[config.mk]
export PLATFORM = sky130hd
export DESIGN_NAME = rgb2yuv_packer
export DESIGN_NICKNAME = d
export VERILOG_FILES = /design/src/rtl/yuv_pkg.sv /design/src/rtl/rgb2yuv_pixel.sv /design/src/rtl/rgb2yuv_packer.sv
export SDC_FILE = /design/constraint.sdc
export NUM_CORES = 1
export LEC_CHECK = 0
export ABC_AREA = 0
export CAP_MARGIN = 20
export CORE_ASPECT_RATIO = 0.6
export CORE_MARGIN = 4
export CORE_UTILIZATION = 40
export CTS_BUF_LIST = sky130_fd_sc_hd__clkbuf_8
export DETAILED_ROUTE_END_ITERATION = 16
export HOLD_SLACK_MARGIN = 0.03
export SYNTH_ARGS = -nofsm -noshare
export SYNTH_HDL_FRONTEND = slang
export SYNTH_SLANG_ARGS = --single-unit
[constraint.sdc]
create_clock -name clk -period 8.1 [get_ports clk]
set_clock_uncertainty 0.15 [all_clocks]
set_input_delay 1.62 -clock clk [delete_from_list [all_inputs] [get_ports clk]]
set_output_delay 1.62 -clock clk [all_outputs]
set_load 0.05 [all_outputs]
[src/rtl/yuv_pkg.sv]
// Shared constants, word layout and YUV bundle type
// for the RGB333 to packed 4:2:2 YUV encoder.
package yuv_pkg;

    localparam logic signed [17:0] C_YR  =  18'sd66;
    localparam logic signed [17:0] C_YG  =  18'sd129;
    localparam logic signed [17:0] C_YB  =  18'sd25;
    localparam logic signed [17:0] C_UR  = -18'sd38;
    localparam logic signed [17:0] C_UG  = -18'sd74;
    localparam logic signed [17:0] C_UB  =  18'sd112;
    localparam logic signed [17:0] C_VR  =  18'sd112;
    localparam logic signed [17:0] C_VG  = -18'sd94;
    localparam logic signed [17:0] C_VB  = -18'sd18;

    localparam logic signed [17:0] RND   =  18'sd128;
    localparam logic signed [17:0] OFF_Y =  18'sd16;
    localparam logic signed [17:0] OFF_C =  18'sd128;

    localparam int V_MSB  = 31;
    localparam int Y0_MSB = 23;
    localparam int U_MSB  = 15;
    localparam int Y1_MSB = 7;

    typedef struct packed {
        logic [7:0] y;
        logic [7:0] u;
        logic [7:0] v;
    } yuv_t;

    // Saturate to 0..255, or keep the raw low byte when clamping is off.
    function automatic logic [7:0] sat8(
        input logic signed [17:0] x,
        input logic               clamp
    );
        logic [7:0] r;
        r = x[7:0];
        if (clamp) begin
            if (x < 18'sd0)
                r = 8'd0;
            else if (x > 18'sd255)
                r = 8'd255;
        end
        return r;
    endfunction

endpackage

[src/rtl/rgb2yuv_pixel.sv]
// Per-pixel colour conversion pipeline: expand,
// multiply-accumulate, shift, offset and clamp.
module rgb2yuv_pixel
    import yuv_pkg::*;
#(
    parameter int CHAN_W   = 3,
    parameter bit CLAMP_EN = 1'b1
) (
    input  logic                  clk,
    input  logic                  rst_n,
    input  logic                  en,
    input  logic                  in_valid,
    input  logic [3*CHAN_W-1:0]   pix,
    input  logic                  in_eol,
    output logic                  out_valid,
    output logic                  out_eol,
    output yuv_t                  out_yuv
);

    logic [CHAN_W-1:0] r_c, g_c, b_c;
    logic [7:0]        r_x, g_x, b_x;
    logic [7:0]        r8, g8, b8;
    logic              v0, e0;

    logic signed [17:0] rs, gs, bs;
    logic signed [17:0] sum_y, sum_u, sum_v;
    logic signed [17:0] sy, su, sv;
    logic               v1, e1;

    logic signed [17:0] off_y, off_u, off_v;

    assign r_c = pix[3*CHAN_W-1:2*CHAN_W];
    assign g_c = pix[2*CHAN_W-1:CHAN_W];
    assign b_c = pix[CHAN_W-1:0];

    // Replicate each channel MSB-first until it fills 8 bits.
    always_comb begin
        r_x = '0;
        g_x = '0;
        b_x = '0;
        for (int i = 0; i < 8; i++) begin
            r_x[7-i] = r_c[CHAN_W-1-(i%CHAN_W)];
            g_x[7-i] = g_c[CHAN_W-1-(i%CHAN_W)];
            b_x[7-i] = b_c[CHAN_W-1-(i%CHAN_W)];
        end
    end

    // Input register holding the expanded channels.
    always_ff @(posedge clk or negedge rst_n) begin
        if (!rst_n) begin
            r8 <= '0;
            g8 <= '0;
            b8 <= '0;
            v0 <= 1'b0;
            e0 <= 1'b0;
        end else if (en) begin
            r8 <= r_x;
            g8 <= g_x;
            b8 <= b_x;
            v0 <= in_valid;
            e0 <= in_eol & in_valid;
        end
    end

    // Weighted sums including the rounding constant.
    always_comb begin
        rs    = $signed({10'd0, r8});
        gs    = $signed({10'd0, g8});
        bs    = $signed({10'd0, b8});
        sum_y = C_YR * rs + C_YG * gs + C_YB * bs + RND;
        sum_u = C_UR * rs + C_UG * gs + C_UB * bs + RND;
        sum_v = C_VR * rs + C_VG * gs + C_VB * bs + RND;
    end

    // Product stage register.
    always_ff @(posedge clk or negedge rst_n) begin
        if (!rst_n) begin
            sy <= '0;
            su <= '0;
            sv <= '0;
            v1 <= 1'b0;
            e1 <= 1'b0;
        end else if (en) begin
            sy <= sum_y;
            su <= sum_u;
            sv <= sum_v;
            v1 <= v0;
            e1 <= e0;
        end
    end

    // Floor-divide by 256 and add the channel offsets.
    always_comb begin
        off_y = (sy >>> 8) + OFF_Y;
        off_u = (su >>> 8) + OFF_C;
        off_v = (sv >>> 8) + OFF_C;
    end

    // Output stage register with optional clamping.
    always_ff @(posedge clk or negedge rst_n) begin
        if (!rst_n) begin
            out_yuv   <= '0;
            out_valid <= 1'b0;
            out_eol   <= 1'b0;
        end else if (en) begin
            out_yuv.y <= sat8(off_y, CLAMP_EN);
            out_yuv.u <= sat8(off_u, CLAMP_EN);
            out_yuv.v <= sat8(off_v, CLAMP_EN);
            out_valid <= v1;
            out_eol   <= e1;
        end
    end

endmodule

[src/rtl/rgb2yuv_packer.sv]
// RGB333 stream to packed {V,Y0,U,Y1} 4:2:2 words,
// padding odd-length lines by repeating the last Y.
module rgb2yuv_packer
    import yuv_pkg::*;
#(
    parameter int CHAN_W   = 3,
    parameter bit CLAMP_EN = 1'b1
) (
    input  logic                  clk,
    input  logic                  rst_n,
    input  logic                  s_valid,
    output logic                  s_ready,
    input  logic [3*CHAN_W-1:0]   s_pix,
    input  logic                  s_eol,
    output logic                  m_valid,
    input  logic                  m_ready,
    output logic [31:0]           m_yuv,
    output logic                  m_eol,
    output logic [15:0]           pad_cnt
);

    localparam logic PH_EVEN = 1'b0;
    localparam logic PH_ODD  = 1'b1;

    logic        en;
    logic        p_valid;
    logic        p_eol;
    yuv_t        p_yuv;

    logic        phase;
    logic [7:0]  y0, u0, v0;
    logic [8:0]  u_sum, v_sum;
    logic [31:0] word_pair, word_pad;

    assign en      = ~m_valid | m_ready;
    assign s_ready = en;

    rgb2yuv_pixel #(
        .CHAN_W   (CHAN_W),
        .CLAMP_EN (CLAMP_EN)
    ) u_pixel (
        .clk       (clk),
        .rst_n     (rst_n),
        .en        (en),
        .in_valid  (s_valid),
        .pix       (s_pix),
        .in_eol    (s_eol),
        .out_valid (p_valid),
        .out_eol   (p_eol),
        .out_yuv   (p_yuv)
    );

    // Chroma averages and the two candidate output words.
    always_comb begin
        u_sum     = {1'b0, u0} + {1'b0, p_yuv.u} + 9'd1;
        v_sum     = {1'b0, v0} + {1'b0, p_yuv.v} + 9'd1;
        word_pair = '0;
        word_pair[V_MSB  -: 8] = v_sum[8:1];
        word_pair[Y0_MSB -: 8] = y0;
        word_pair[U_MSB  -: 8] = u_sum[8:1];
        word_pair[Y1_MSB -: 8] = p_yuv.y;
        word_pad  = '0;
        word_pad[V_MSB  -: 8]  = p_yuv.v;
        word_pad[Y0_MSB -: 8]  = p_yuv.y;
        word_pad[U_MSB  -: 8]  = p_yuv.u;
        word_pad[Y1_MSB -: 8]  = p_yuv.y;
    end

    // Pair FSM, output word register and pad counter.
    always_ff @(posedge clk or negedge rst_n) begin
        if (!rst_n) begin
            phase   <= PH_EVEN;
            y0      <= '0;
            u0      <= '0;
            v0      <= '0;
            m_valid <= 1'b0;
            m_yuv   <= '0;
            m_eol   <= 1'b0;
            pad_cnt <= '0;
        end else if (en) begin
            m_valid <= 1'b0;
            if (p_valid) begin
                unique case (phase)
                    PH_EVEN: begin
                        if (p_eol) begin
                            m_valid <= 1'b1;
                            m_yuv   <= word_pad;
                            m_eol   <= 1'b1;
                            if (pad_cnt != 16'hFFFF)
                                pad_cnt <= pad_cnt + 16'd1;
                        end else begin
                            y0    <= p_yuv.y;
                            u0    <= p_yuv.u;
                            v0    <= p_yuv.v;
                            phase <= PH_ODD;
                        end
                    end
                    PH_ODD: begin
                        m_valid <= 1'b1;
                        m_yuv   <= word_pair;
                        m_eol   <= p_eol;
                        phase   <= PH_EVEN;
                    end
                endcase
            end
        end
    end

endmodule

==> results.md, run 1 <==
* Outcome: finished clean
* Layout cell share with drive strength beyond 1 at 6.73%
* Post-synthesis sequential area ratio at 26.2%
* WL final at 31.3 mm
* Worst-Skew Late Latency at 0.47 ns
* Reg-to-reg startpoint: u_pixel.g8[4]
* Initial antenna violation count at 0
* DIE HEIGHT at 152 microns
* Die W at 247 microns
* Number of synthesized register bits at 144
* Crit path arrival time at 7.00 ns
* Main flop type after synthesis: dfrtp_1
* Tmin final at 6.76 ns
* Element type at the critical path end: register
* Core box area at 0.0338 sq mm
* CTS Root Cell: clkbuf_8
* Hold-fix buffers, CTS at 0
* Final setup violation count at 0
* FF-to-FF End: u_pixel.su[17]
* Post-synth EDFFs at 0
* Final hold vios at 0
* CP Launch Type: register
* Pins Over Slew Limit at 0
* Worst slew pin tran at 1.01 ns
* Maxcap violations at 0
* Slowest stage delay, CP at 0.50 ns
* Crit. Startpoint: u_pixel.g8[4]
* Crit path max-delay family: adder cells
* PortBufs at 64
* Vias in the first global route at 9671
* Pin count of the biggest net entering global routing at 81
* Nets at 1832
* RD Place Congestion at 0.918
* Antenna Cells at 0
* Setup crit end: u_pixel.su[17]
* Multi-input logic area at 0.00938 sq mm
* R2r setup slk at 1.34 ns
* Clock sink count at 144
* Setup Fix Bufs, Post-CTS at 0
* Setup_tns at 0 ns
* Post-DP HPWL at 25.4 mm
* Max FO, Critical Path at 15
* Die area at 0.0375 sq mm
* First-pass GRT wire length at 51.1 mm
* Mapped Cells at 1428
* Syn_area_per_cell at 9.64 sq um
* Gr usage total at 17.2%
* H-tree depth at 4
* Total gr overflow at 0
* RSZ-0062 raised after global routing: no
* 1st-iter DRT viols at 665
* WS Path Type: register to register
* Syn_nets at 1773
* Clock Tree Buf Depth at 2
* Slew Limit Headroom at 32.8%
* Yosys Warn Count at 0
* Filler instances at 3324
* Worst-case reg-to-reg path depth at 25
* Pre-Repair DR Iteration Count at 6
* CTS tree: yes
* Crit. path cell count at 25
* ANT nets after route at 0
* Via count at 9892
* Hold Path Class: register to register
* Area Overhead vs Synth at 11.4%
* Fmax at 148 MHz
* Commonest non-fill, non-tap cells in the layout: ha_1 (264), inv_1 (166), dfrtp_1 (144)
* Most common cell after layout, fill and taps aside: ha_1
* Cts repair resizes at 0
* Number of I/O pins at 65
* Initial Util at 40.7%
* CTS buffer count at 17
* Drt via density at 5.05
* Fin crit share at 83.5%
* Register Area at 0.00360 sq mm
* Cell mode on critical path: ha_1
* Worst path bufs/invs at 4
* DRC Markers at 0
* Ys async rst share at 100%
* Synth cell types at 64
* CP required at 8.34 ns
* Synthesized cell area at 0.0138 sq mm
* Clock transition at path regs at 0.09 ns
* CP max-delay cell: fa_1
* Cell Rows at 52
* WL/cell at 16.0 microns
==> cells in the mapped netlist (3+ instances only) <==
| cell type | n | area share, % |
|---|---|---|
| dfrtp_1 | 144 | 26 |
| inv_1 | 165 | 4.5 |
| o21bai_1 | 21 | 1.1 |
| nor2_2 | 5 | 0.23 |
| nand2_1 | 125 | 3.4 |
| and2_1 | 3 | 0.14 |
| o21a_1 | 9 | 0.49 |
| a31oi_1 | 3 | 0.14 |
| clkbuf_1 | 26 | 0.71 |
| a211oi_1 | 4 | 0.22 |
| o31ai_1 | 7 | 0.38 |
| or2_2 | 8 | 0.36 |
| mux2i_1 | 20 | 1.5 |
| buf_1 | 3 | 0.082 |
| ha_1 | 264 | 24 |
| fa_1 | 67 | 9.7 |
| o21ai_0 | 90 | 3.3 |
| nor2_1 | 75 | 2.0 |
| buf_6 | 3 | 0.25 |
| o21ai_1 | 4 | 0.15 |
| a21o_1 | 24 | 1.3 |
| a21oi_1 | 83 | 3.0 |
| a221oi_1 | 3 | 0.19 |
| nor3_1 | 12 | 0.44 |
| nor3b_1 | 4 | 0.22 |
| xnor2_1 | 81 | 5.2 |
| nand2b_1 | 13 | 0.59 |
| nand4_1 | 10 | 0.45 |
| xor2_1 | 50 | 3.2 |
| nor2b_1 | 12 | 0.55 |
| mux2_2 | 33 | 2.7 |
| nand3_1 | 16 | 0.58 |
==> layer usage <==
| layer | global-route usage [%] | wire length [microns] | vias to the layer above |
|---|---|---|---|
| met3 | 5.01 | 1890 | 18 |
| li1 | - | - | 4937 |
| met5 | 0 | 0 | - |
| met4 | 2.87 | 224 | 0 |
| met2 | 23.9 | 12300 | 161 |
| met1 | 26.6 | 16900 | 4776 |
==> worst reg2reg max path: cells and delay by family (launching register included) <==
kind | cells | cell delay (ns)
xor+xnor | 3 | 0.67
flops | 1 | 0.37
compound gates | 9 | 1.65
buf+inv | 4 | 0.67
fa+ha+maj | 6 | 2.29
simple gates | 3 | 0.93
==> flip-flops by register name (all words and copies together), names as in the netlist <==
signal / flops
u_pixel.out_eol: 1
u_pixel.b8: 3
pad_cnt: 16
u_pixel.out_yuv: 24
u_pixel.g8: 3
m_eol: 1
m_valid: 1
v0: 8
u_pixel.sy: 10
u_pixel.e1: 1
u_pixel.e0: 1
y0: 8
u_pixel.v0: 1
m_yuv: 32
phase: 1
u_pixel.out_valid: 1
u_pixel.v1: 1
u_pixel.r8: 3
u_pixel.su: 10
u_pixel.sv: 10
u0: 8
==> layout make-up <==
| class | instances | area share, % |
|---|---|---|
| multi-input combinational | 1084 | 61.2 |
| sequential | 144 | 23.5 |
| timing repair buffer | 74 | 4.68 |
| inverter | 166 | 4.11 |
| tap | 459 | 3.75 |
| clock buffer | 19 | 1.71 |
| clock inverter | 13 | 1.04 |
==> through the flow <==
stage / worst slack [ns] / instance area [sq um] / hold slack, ns / cells / util [%]
final: 1.34 / 15300 / 0.319 / 1959 / 45.3
after global routing: 1.01 / 15300 / 0.352 / 1959 / 45.3
after CTS: 1.36 / 15300 / 0.325 / 1959 / 45.3
after detailed placement: 1.41 / 14900 / 0.305 / 1927 / 44.1
after global placement: 1.61 / 14900 / 0.300 / 1927 / 44.1
after floorplan: 1.65 / 13800 / 0.289 / 1428 / -
==> logic make-up after synthesis <==
group | after synthesis | synth area share (%)
compound gates | 272 | 12.0
xor+xnor | 131 | 8.34
fa+ha+maj | 331 | 33.7
buf+inv | 200 | 5.69
flops | 144 | 26.2
mux | 53 | 4.15
simple gates | 297 | 9.88
==> worst min path at each step <==
| stage | startpoint | to | cells past startpoint |
|---|---|---|---|
| floorplan | u_pixel.e0 | u_pixel.e0 | 2 |
| global placement | u_pixel.e1 | u_pixel.e1 | 2 |
| detailed placement | u_pixel.e0 | u_pixel.e0 | 2 |
| CTS | u_pixel.e1 | u_pixel.out_eol | 2 |
| global route | u_pixel.sv[8] | u_pixel.sv[8] | 2 |
| finish | u_pixel.v1 | u_pixel.v1 | 2 |
Power of run 1 is not shown: default switching activity piles up to over one toggle a cycle in this logic, so the estimate is an artifact.
==> run 2: changes to the inputs <==
==> constraint.sdc (replaced) <==
create_clock -name clk -period 6.4 [get_ports clk]
set_clock_uncertainty 0.15 [all_clocks]
set_input_delay 1.28 -clock clk [delete_from_list [all_inputs] [get_ports clk]]
set_output_delay 1.28 -clock clk [all_outputs]
set_load 0.05 [all_outputs]
==> results.md, run 2 (same netlist as run 1, synthesis figures left out) <==
* Outcome: finished clean
* Slowest stage delay, CP at 0.51 ns
* Tmin final at 6.14 ns
* CP Cell Sequence: buf_12 > ha_1 > ha_1 > xnor2_1 > ha_1 > fa_1 > o211a_1 > o21ai_1 > a21oi_1 > o21a_1 > o21a_1 > o21a_1 > or2_2 > fa_1 > inv_1 > ha_1 > ha_1 > nand3_1 > a211oi_4 > nor4b_4 > o31ai_1 > xor2_1 > a21oi_1
* ANT nets after route at 0
* Layout cell share with drive strength beyond 1 at 8.49%
* Die area at 0.0375 sq mm
* 1st-iter DRT viols at 570
* Final hold vios at 0
* PortBufs at 64
* Area Overhead vs Synth at 12.6%
* Clock sink count at 144
* CTS tree: yes
* Commonest non-fill, non-tap cells in the layout: ha_1 (263), inv_1 (164), dfrtp_1 (143)
* Worst-case reg-to-reg path depth at 23
* Pins Over Slew Limit at 0
* RSZ-0062 raised after global routing: yes
* RD Place Congestion at 0.950
* Hold Path Class: register to register
* Worst path bufs/invs at 2
* Initial Util at 40.7%
* H-tree depth at 4
* CTS buffer count at 17
* R2r setup slk at 0.26 ns
* First-pass GRT wire length at 51.4 mm
* CP Launch Type: register
* Nets at 1852
* Gr usage total at 17.4%
* WL/cell at 15.8 microns
* Total gr overflow at 0
* CP required at 6.60 ns
* Worst slew pin tran at 1.01 ns
* Die W at 247 microns
* Fin crit share at 95.9%
* Filler instances at 3254
* Number of I/O pins at 65
* Via count at 9843
* Largest register FFs at 32
* Maxcap violations at 0
* Initial antenna violation count at 1
* Setup Fix Bufs, Post-CTS at 0
* WS Path Type: register to register
* Largest regs: m_yuv (32), u_pixel.out_yuv (24), pad_cnt (16)
* Hold_ws at 0.322 ns
* Slew Limit Headroom at 32.5%
* Clock Tree Buf Depth at 2
* Pre-Repair DR Iteration Count at 5
* Core box area at 0.0338 sq mm
* Setup_tns at 0 ns
* CP max-delay cell: fa_1
* Post-DP HPWL at 25.6 mm
* Fmax at 163 MHz
* Final setup violation count at 0
* Hold path cells at 2
* Max FO, Critical Path at 19
* Crit path arrival time at 6.34 ns
* Crit. path cell count at 23
* Vias in the first global route at 9741
* Most common cell after layout, fill and taps aside: ha_1
* Element type at the critical path end: register
* Cell Rows at 52
* Clock transition at path regs at 0.10 ns
* Pin count of the biggest net entering global routing at 98
* Worst-Skew Late Latency at 0.48 ns
* Cell mode on critical path: ha_1
* Drt via density at 4.97
* DRC Markers at 0
* CTS Root Cell: clkbuf_8
* DIE HEIGHT at 152 microns
* WL final at 31.2 mm
* Crit path max-delay family: adder cells
* Biggest register: m_yuv
[run 2: per-stage QoR]
step / util, % / setup WS [ns] / area (sq um) / instances
after floorplan: - / 0.0650 / 13800 / 1428
after global placement: 44.5 / 0.176 / 15100 / 1947
after detailed placement: 44.5 / 0.0751 / 15100 / 1947
after CTS: 45.6 / 0.0231 / 15400 / 1979
after global routing: 45.8 / -0.0498 / 15500 / 1980
final: 45.8 / 0.264 / 15500 / 1980
[run 2: area by class of cell]
type / instances / area (sq um) / share of cell area, %
clock inverters: 12 / 83.8 / 0.541
flip-flops and latches: 144 / 3600 / 23.3
well taps: 459 / 574 / 3.70
inverters: 166 / 631 / 4.07
multi-input cells: 1084 / 9450 / 61.0
repair buffers: 94 / 880 / 5.67
diodes: 1 / 2.50 / 0.0161
clock buffers: 20 / 275 / 1.78
[run 2: tightest hold or removal path, delay by kind of cell, from the launching register on]
kind / cells / cell delay, ns
and+or+nand+nor: 2 / 0.10
DFF: 1 / 0.35
[run 2: final timing paths]
check / startpoint / to
max reg2reg: u_pixel.g8[6] / u_pixel.su[17]
min: u_pixel.v1 / u_pixel.v1
min reg2reg: u_pixel.v1 / u_pixel.v1
min in group asynchronous: rst_n / m_yuv[9]
max: u_pixel.g8[6] / u_pixel.su[17]
max in group asynchronous: rst_n / u_pixel.b8[4]
[run 2: what timing repair did]
| item | 4_1_cts | 5_1_grt |
|---|---|---|
| gates resized for setup | 0 | 13 |
| setup endpoints to repair | 0 | 7 |
| hold buffers | 0 | 0 |
[run 2: metal layers]
layer | track usage [%] | part of all wire (%) | wire [microns]
met5 | 0 | 0 | 0
met1 | 26.5 | 53 | 16600
met4 | 2.79 | 0.62 | 194
met3 | 5.86 | 6.5 | 2020
met2 | 24.0 | 40 | 12400
Power of run 2 is left out for the same reason.
==> run 3: changes to the inputs <==
==> constraint.sdc (replaced) <==
create_clock -name clk -period 5.58 [get_ports clk]
set_clock_uncertainty 0.15 [all_clocks]
set_input_delay 1.116 -clock clk [delete_from_list [all_inputs] [get_ports clk]]
set_output_delay 1.116 -clock clk [all_outputs]
set_load 0.05 [all_outputs]
==> results.md, run 3 (same netlist as run 1, synthesis figures left out) <==
* Post-DP HPWL at 26.3 mm
* Pre-CTS setup slack at -0.136 ns
* PortBufs at 64
* CP Launch Type: register
* Tmin final at 5.60 ns
* Fin crit share at 100%
* Total gr overflow at 0
* Reg-to-reg startpoint: u_pixel.g8[4]
* Clock sink count at 144
* Clock Tree Buf Depth at 2
* CP required at 5.76 ns
* Biggest register: m_yuv
* CTS Root Cell: clkbuf_8
* Max FO, Critical Path at 4
* Multi-input logic area at 0.0103 sq mm
* Area Overhead vs Synth at 25.2%
* H-tree depth at 4
* Largest regs: m_yuv (32), u_pixel.out_yuv (24), pad_cnt (16)
* Worst-case reg-to-reg path depth at 26
* Hold Path Class: input port to asynchronous set/reset pin
* DRC Markers at 0
* Largest register FFs at 32
* WS Path Type: register to register
* 1st-iter DRT viols at 545
* Cell Rows at 52
* Final setup violation count at 2
* Crit. Startpoint: u_pixel.g8[4]
* Die W at 247 microns
* Initial Util at 40.7%
* Element type at the critical path end: register
* Drt via density at 5.00
* CP max-delay cell: fa_1
* Slowest stage delay, CP at 0.49 ns
* CTS tree: yes
* Initial antenna violation count at 2
* Via count at 10500
* Placed instance area at 0.0160 sq mm
* Worst Slack Setup Final at -0.0164 ns
* FF-to-FF End: u_pixel.su[17]
* Fmax at 179 MHz
* Final hold vios at 0
* RD Place Congestion at 0.939
* Slew Limit Headroom at 34.8%
* Pins Over Slew Limit at 0
* Nets at 1963
* Hold-fix buffers, CTS at 0
* Gr usage total at 18.0%
* Number of I/O pins at 65
* Register Area at 0.00361 sq mm
* Layout cell share with drive strength beyond 1 at 22.1%
* Maxcap violations at 0
* WL/cell at 15.8 microns
* Most common cell after layout, fill and taps aside: ha_1
* Worst-Skew Late Latency at 0.47 ns
* Clock transition at path regs at 0.08 ns
* R2r setup slk at -0.02 ns
* Commonest non-fill, non-tap cells in the layout: ha_1 (220), inv_1 (150), dfrtp_1 (136)
* Outcome: finished, violations left
* Cell mode on critical path: ha_4
* Violations in the final reports: setup timing
* Core box area at 0.0338 sq mm
* Post-route cell area at 0.0172 sq mm
* Worst slew pin tran at 0.978 ns
* CTS buffer count at 17
* DIE HEIGHT at 152 microns
* Crit path arrival time at 5.78 ns
* WL final at 33.0 mm
* Filler instances at 3112
* RSZ-0062 raised after global routing: yes
* Setup_tns at -0.0264 ns
* Die area at 0.0375 sq mm
* Util after Layout at 50.9%
* Pre-Repair DR Iteration Count at 5
* First-pass GRT wire length at 53.5 mm
* ANT nets after route at 0
* Vias in the first global route at 10200
* Pin count of the biggest net entering global routing at 136
## run 3: cell count changes in the layout (fill, tap and decap cells not counted), moves of 8 or more
cell     previous run  this run
buf_4              29       134
ha_1              263       220
ha_4                1        36
a21oi_1            83        66
a21oi_2             1        16
inv_1             164       150
inv_2               1        14
o21ai_0            88        78
ha_2                0         8
## run 3: what timing repair did
action	4_1_cts	5_1_grt
gates resized for setup	43	71
buffers inserted	17	9
setup endpoints to repair	10	17
hold endpoints to repair	0	0
pin swaps	36	60
## run 3: how the worst max path moves through the flow
stage	to	slack, ns	cells past startpoint
after global routing	u_pixel.su[17]	-0.27	26
after floorplan	u_pixel.su[17]	-0.18	26
after detailed placement	u_pixel.su[17]	-0.14	23
after global placement	u_pixel.su[17]	-0.18	23
final	u_pixel.su[17]	-0.02	26
after CTS	u_pixel.sv[16]	-0.02	25
## run 3: worst max-delay path, delay by kind of cell (launching register included)
| family | cells | cell delay (ns) |
|---|---|---|
| XOR/XNOR | 3 | 0.55 |
| flip-flops | 1 | 0.46 |
| AO/OA/AOI/OAI | 8 | 1.42 |
| AND/OR/NAND/NOR | 4 | 0.36 |
| buffers and inverters | 4 | 0.42 |
| adder cells (fa/ha/maj) | 7 | 2.12 |
## run 3: cell type report
type | count | area share (%)
multi-input cells | 1084 | 59.8
clock buffers | 18 | 1.44
clock inverters | 14 | 0.668
repair buffers | 205 | 10.1
diodes | 1 | 0.0145
well taps | 459 | 3.33
inverters | 166 | 3.74
flip-flops and latches | 144 | 21.0
## run 3: layer usage
metal / wire (microns) / vias up / part of all wire (%) / GRT usage [%]
met5: 0 / - / 0 / 0
met4: 118 / 0 / 0.36 / 2.09
met3: 1400 / 13 / 4.2 / 3.97
met2: 13600 / 148 / 41 / 25.7
met1: 17800 / 5089 / 54 / 28.3
li1: - / 5202 / - / -
## run 3: metrics by stage
stage / hold WS (ns) / std cells
3_5_place_dp: 0.308 / 2035
6_report: 0.289 / 2091
2_1_floorplan: 0.289 / 1428
4_1_cts: 0.257 / 2083
3_3_place_gp: 0.303 / 2035
5_1_grt: 0.248 / 2091
Power of run 3 is left out for the same reason.
